## src/rtl/if_id_stage.sv

```systemverilog
// Front-end stage: PC register, IF/ID pipeline register, stall/flush FSM and
// counters, plus sticky flags for misuse of the hazard-unit stall interface.
module if_id_stage #(
    parameter int unsigned ADDR_W    = 19,
    parameter int unsigned INSTR_W   = 19,
    parameter int unsigned CNT_W     = 16,
    parameter int unsigned MAX_STALL = 2
) (
    input  logic               clk,
    input  logic               rst,
    input  logic               PCwrite,
    input  logic               IF_IDwrite,
    input  logic               hazard,
    input  logic               branch_taken,
    input  logic [ADDR_W-1:0]  branch_target,
    output logic [ADDR_W-1:0]  imem_addr,
    input  logic [INSTR_W-1:0] imem_data,
    output logic [INSTR_W-1:0] ID_instr,
    output logic [ADDR_W-1:0]  ID_pc,
    output logic               ID_valid,
    output logic [2:0]         IF_rs,
    output logic [2:0]         IF_rt,
    output logic               bubble_out,
    output logic [1:0]         stage_state,
    output logic [CNT_W-1:0]   stall_count,
    output logic [CNT_W-1:0]   flush_count,
    output logic               protocol_err,
    output logic               stall_timeout
);

    typedef enum logic [1:0] {
        RUN   = 2'd0,
        STALL = 2'd1,
        FLUSH = 2'd2
    } state_t;

    // Run length only needs to reach MAX_STALL+1 to detect an over-long stall.
    localparam int unsigned   RUN_W   = $clog2(MAX_STALL + 2);
    localparam logic [RUN_W-1:0] RUN_SAT = RUN_W'(MAX_STALL + 1);

    state_t              state_q, state_d;
    logic [ADDR_W-1:0]   pc_q, pc_d;
    logic [INSTR_W-1:0]  instr_q, instr_d;
    logic [ADDR_W-1:0]   idpc_q, idpc_d;
    logic                valid_q, valid_d;
    logic [CNT_W-1:0]    stall_cnt_q, stall_cnt_d;
    logic [CNT_W-1:0]    flush_cnt_q, flush_cnt_d;
    logic [RUN_W-1:0]    run_q, run_d;
    logic                perr_q, perr_d;
    logic                tmo_q, tmo_d;
    logic                stall_edge;

    assign stall_edge = hazard & ~branch_taken;

    // State register
    always_ff @(posedge clk) begin
        if (rst) begin
            state_q     <= RUN;
            pc_q        <= '0;
            instr_q     <= '0;
            idpc_q      <= '0;
            valid_q     <= 1'b0;
            stall_cnt_q <= '0;
            flush_cnt_q <= '0;
            run_q       <= '0;
            perr_q      <= 1'b0;
            tmo_q       <= 1'b0;
        end else begin
            state_q     <= state_d;
            pc_q        <= pc_d;
            instr_q     <= instr_d;
            idpc_q      <= idpc_d;
            valid_q     <= valid_d;
            stall_cnt_q <= stall_cnt_d;
            flush_cnt_q <= flush_cnt_d;
            run_q       <= run_d;
            perr_q      <= perr_d;
            tmo_q       <= tmo_d;
        end
    end

    // Next-state logic
    always_comb begin
        state_d = RUN;
        if (branch_taken) begin
            state_d = FLUSH;
        end else if (hazard) begin
            state_d = STALL;
        end

        pc_d = pc_q;
        if (branch_taken) begin
            pc_d = branch_target;
        end else if (PCwrite) begin
            pc_d = pc_q + ADDR_W'(1);
        end

        instr_d = instr_q;
        idpc_d  = idpc_q;
        valid_d = valid_q;
        if (branch_taken) begin
            instr_d = '0;
            idpc_d  = '0;
            valid_d = 1'b0;
        end else if (IF_IDwrite) begin
            instr_d = imem_data;
            idpc_d  = pc_q;
            valid_d = 1'b1;
        end

        stall_cnt_d = stall_cnt_q;
        if (stall_edge && stall_cnt_q != '1) begin
            stall_cnt_d = stall_cnt_q + CNT_W'(1);
        end

        flush_cnt_d = flush_cnt_q;
        if (branch_taken && flush_cnt_q != '1) begin
            flush_cnt_d = flush_cnt_q + CNT_W'(1);
        end

        run_d = '0;
        if (stall_edge) begin
            run_d = (run_q == RUN_SAT) ? run_q : run_q + RUN_W'(1);
        end

        // run_q + 1 > MAX_STALL, written without widening the counter
        tmo_d  = tmo_q | (stall_edge & (32'(run_q) >= MAX_STALL));
        perr_d = perr_q | (PCwrite != IF_IDwrite) | (hazard != ~PCwrite);
    end

    // Output logic
    always_comb begin
        stage_state   = state_q;
        bubble_out    = hazard | branch_taken;
        imem_addr     = pc_q;
        ID_instr      = instr_q;
        ID_pc         = idpc_q;
        ID_valid      = valid_q;
        IF_rs         = instr_q[11:9];
        IF_rt         = instr_q[8:6];
        stall_count   = stall_cnt_q;
        flush_count   = flush_cnt_q;
        protocol_err  = perr_q;
        stall_timeout = tmo_q;
    end

endmodule

```

## config.mk

```make
export PLATFORM = sky130hd
export DESIGN_NAME = if_id_stage
export DESIGN_NICKNAME = d
export VERILOG_FILES = /design/src/rtl/if_id_stage.sv
export SDC_FILE = /design/constraint.sdc
export NUM_CORES = 1
export LEC_CHECK = 0
export BUFFER_PORTS_ARGS = -buffer_cell sky130_fd_sc_hd__buf_2
export CAP_MARGIN = 20
export CORE_AREA = 2 2 124 126
export DETAILED_ROUTE_END_ITERATION = 7
export DIE_AREA = 0 0 126 128
export SKIP_LAST_GASP = 1
export SYNTH_ARGS = -nofsm -noshare
export SYNTH_HDL_FRONTEND = slang
export SYNTH_SLANG_ARGS = --single-unit
```

## constraint.sdc

```tcl
create_clock -name clk -period 2.4 [get_ports clk]
set_input_delay 0 -clock clk [delete_from_list [all_inputs] [get_ports clk]]
set_output_delay 0 -clock clk [all_outputs]
set_load 0.005 [all_outputs]
```

# [After elaboration in Yosys (flattened, before gate mapping)]
# Cells that the tools add are included.
[word_totals] regBits=96 output_inout_bits=101
[op_classes] addsub=4 order_cmp=1 eq_ne=5 mux=4 bitwise=9 reduce_logical=5
[op_table] operator="2-to-1 mux 19 bit" n=2
[op_table] operator="adder 16 x 1 -> 16 bit (second input constant)" n=2
[op_table] operator="!= test 16 bit (second input constant)" n=2
[op_table] operator="adder 19 x 1 -> 19 bit (second input constant)" n=1
[op_table] operator="OR 1 bit" n=4
[op_table] operator="OR reduction 2 bit" n=2
[op_table] operator="inverter 1 bit" n=3
[op_table] operator="adder 2 x 1 -> 2 bit (second input constant)" n=1
[op_table] operator="AND 1 bit" n=2
[op_table] operator="equality test 2 bit (second input constant)" n=1
[op_table] operator="greater-or-equal comparator 2 bit (second input constant)" n=1
[op_table] operator="logical AND 1 bit" n=2
[op_table] operator="2-to-1 mux 2 bit" n=1
[op_table] operator="!= test 1 bit" n=2
[op_table] operator="nonzero test 2 bit" n=1
[op_table] operator="2-to-1 mux 1 bit" n=1

# [Logic depth before layout (Yosys ltp)]
[depth] ltp_word=4 ltp_mapped=6 mapped_depth_nobuf=5

# [Worst setup path before layout]
# No wires, ideal clock.
[synth_path] path_kind="register -> register" start="register stall_cnt_q[0] (netlist: stall_count[0])" end="register stall_cnt_q[6] (netlist: stall_count[6])" arrival_time_ns=1.593 required_ns=2.341 path_slack_ns=0.747 stages_incl_launch_ff=6 n_path_buf=0 synth_period_minus_slack_ns=1.653 path_cell_list="dfxtp_1 -> ha_1 -> nand3_1 -> or2_2 -> or4_1 -> nand2_1"
[synth_between] elab_chain_cells=2 elab_cells_between_ends=3
[synth_rtl] element="start: declaration" line_no="46" rtl="logic [CNT_W-1:0] stall_cnt_q, stall_cnt_d;"
[synth_rtl] element="start signal: assignment" line_no="74" rtl="stall_cnt_q <= stall_cnt_d;"
[synth_rtl] element="branches (longest 2 deep; another with adder 16 x 1 -> 16 bit)"
# Several ways; the timed one is not identified.
# A chain may end at the register's enable or synchronous reset.

# [Final worst setup path]
[layout_path] start="register stall_cnt_q[0] (netlist: stall_count[0])" end="register stall_cnt_q[12] (netlist: stall_count[12])"
# The elaborated chain is that of the path after synthesis.

==> results.yml <==
critical_path:
  critical_path_arrival_ns: 2.19
  cp.depth: 5
  crit_path_max_incr_delay_ns: 0.45
  crit_chain: "ha_1 > nand3_1 > nor3_1 > a31oi_1 > a311oi_1"
  regToRegSetupSlack_ns: 0.47
  critPathLaunchType: "register"
  r2r_end: "stall_count[12]$_SDFFE_PP0P_"
  reg2reg_depth: 5
  crit_path_end_kind: "register"
  path_delay_family: "simple AND/OR/NAND/NOR gates"
  critPathLaunch: "stall_count[0]$_SDFFE_PP0P_"
  critPathRequiredTime_ns: 2.65
  rr_startpoint: "stall_count[0]$_SDFFE_PP0P_"
  critical-path-slowest-cell: "dfxtp_1"
  path_class: "register to register"
  critPathMaxFanout: 8
  cp_num_buf_inv: 0
  endpoint: "stall_count[12]$_SDFFE_PP0P_"
routing:
  drcViolationCount: 0
  viasPerCell: 5.07
  ant_nets: 0
  drtIter0Drc: 294
  dr_total_vias: 4314
  wl_per_cell_um: 15.2
  wl_um: 13000
  dr.pass1.iters: 4
status:
  status: "completed"
layout:
  final_nets: 707
  layout_common_cells: "buf_2 (144), dfxtp_1 (96), nor2_1 (77)"
  area_delta_synth_final_pct: 35.0
  drive_above_1_share_pct: 27.1
  n_antenna_cell: 0
  post-route-util_pct: 39.8
  layout.cells.most_common: "buf_2"
clock_tree:
  cts_inserted_buffers: 9
  cts-root-buf: "clkbuf_16"
  clock_latency_ns: 0.35
  cts_hold_buf: 36
  cts.sinks: 96
  clock_path_buffers: 2
  clk_pin_slew_ns: 0.07
  cts_setup_buffers: 0
  htreeDepth: 3
  ctsResizeCount: 0
  cts_tree: "yes"
sta:
  clock_skew_ns: 0.00852
  fin_ws_ns: 0.469
  grt_setup_unrepaired: "false"
  hold_viol: 0
  worst_pin_slew_ns: 0.964
  fmax_ghz: 0.518
  drv_slew: 0
  maxSlewHeadroom_pct: 35.7
  setup_viol_count_final: 0
  final.setup.tns_ns: 0
  post-route-period-util_pct: 80.5
  period_minus_slack_ns: 1.93
floorplanning:
  die-area_mm2: 0.0161
  start_util_pct: 29.4
  core_area_mm2: 0.0149
  die_h_um: 128
  dieWidth_um: 126
  fp-row-count: 45
  io-pin-count: 145
power_and_ir_drop:
  leakage_nw: 2.64
  ir_worst_vdd_v: 0.000316
  p_per_area_mw_per_mm2: 625
synth:
  avgSynthCellArea_um2: 8.86
  ys.warnings.count: 0
  synth.ff_latch_count: 96
  yosys-top-cells-area: "dfxtp_1 (44%), mux2i_1 (9.6%), nor2_1 (6.6%), a21oi_1 (3.2%), nand4_1 (2.9%)"
  syn_area_mm2: 0.00438
  synth_top_cell_area_share_pct: 43.9
  synth.yosys.seq_area_share_pct: 43.9
  synth_nets: 543
  postSynthCellCount: 494
  synth-main-ff-cell: "dfxtp_1"
  synth_top_cell_by_area: "dfxtp_1"
  synth_edf_count: 0
  synth.distinct_cells: 48
  synth_async_sr_flop_share_pct: 0
place:
  dpl.hpwl_um: 8970
  place_ws_ns: 0.445
  io_buffers: 144
  place.gp.congestion: 0.790
global_route:
  gr-total-overflow: 0
  grt_first_pass_wirelength_um: 21400
  grt_max_degree: 58
  gr-usage-all-layers_pct: 16.2
  antenna_found_initial: 0
  grt_pass1_vias: 4326
worst_hold_path:
  min_from: "branch_target[17]"
  hold_class: "input pin to register"
run:
  drv_cap: 0
[layout make-up]
cell class / count / area [um2]
Multi-Input combinational cell: 351 / 2250
Fill cell: 1520 / 8950
Clock inverter: 7 / 104
Clock buffer: 9 / 225
Inverter: 14 / 52.6
Sequential cell: 96 / 1920
Timing Repair Buffer: 186 / 1130
Tap cell: 188 / 235
[Yosys cell counts (6+ instances only)]
library cell / number
nand4_1: 20
or3_1: 6
or4_1: 6
buf_4: 7
dfxtp_1: 96
o21ai_0: 8
mux2i_1: 42
xnor2_1: 8
a31oi_1: 8
inv_1: 14
nor3_1: 19
nand2_1: 18
nand3_1: 15
buf_1: 6
o31ai_1: 6
a211oi_1: 15
clkbuf_1: 15
and3_1: 14
nor2_1: 77
and4_1: 6
a21oi_1: 28
[worst reg2reg max path, delay by kind of cell, from the launching register on]
family                     cells  cell delay (ns)
and+or+nand+nor                2             0.62
DFF                            1             0.45
AOI/OAI and AO/OA              2             0.42
adders and majority gates      1             0.35
[state kept, by name (all words and copies together), names as in the netlist]
signal,count
protocol_err,1
stall_count,16
ID_pc,19
run_q,2
ID_instr,19
imem_addr,19
ID_valid,1
stall_timeout,1
flush_count,16
stage_state,2
[power by group]
| part | leakage, nW | internal (W) | switching [W] |
|---|---|---|---|
| combinational | 1.70 | 0.000190 | 0.000183 |
| clock | 0.154 | 0.000927 | 0.000671 |
| sequential | 0.783 | 0.00165 | 0.0000724 |
[logic make-up after synthesis]
logic type	after synthesis	share of synthesized area, %
simple gates	204	24.2
xor+xnor	12	2.40
mux	46	10.6
fa+ha+maj	5	1.43
flops	96	43.9
buf+inv	47	4.77
compound gates	84	12.7
[stage by stage]
stage          power [W]  hold WS (ns)  cells  area [um2]
6_report         0.00369       0.00582    851        5910
5_1_grt          0.00386        0.0440    851        5910
4_1_cts          0.00373        0.0202    851        5910
3_5_place_dp     0.00209         0.243    799        5220
3_3_place_gp     0.00208         0.234    799        5220
2_1_floorplan    0.00193        0.0854    494        4380
[worst min path at each step]
stage / to / slack (ns) / depth (start not counted)
final: imem_addr[17]$_SDFFE_PP0P_ / 0.006 / 3
after global routing: imem_addr[17]$_SDFFE_PP0P_ / 0.04 / 3
after CTS: imem_addr[17]$_SDFFE_PP0P_ / 0.02 / 3
after detailed placement: ID_instr[7]$_SDFFE_PP0P_ / 0.24 / 3
after global placement: ID_instr[9]$_SDFFE_PP0P_ / 0.23 / 3
after floorplan: bubble_out / 0.09 / 1
[layer usage]
layer	track usage, %	up-vias	part of all wire [%]	wire length, um
li1	-	2118	-	-
met1	20.2	2038	45	5890
met2	26.8	149	47	6040
met3	4.55	9	6.9	891
met4	5.69	0	1.1	148
met5	0	-	0	0
No activity file was read; power rests on OpenSTA's default activity.
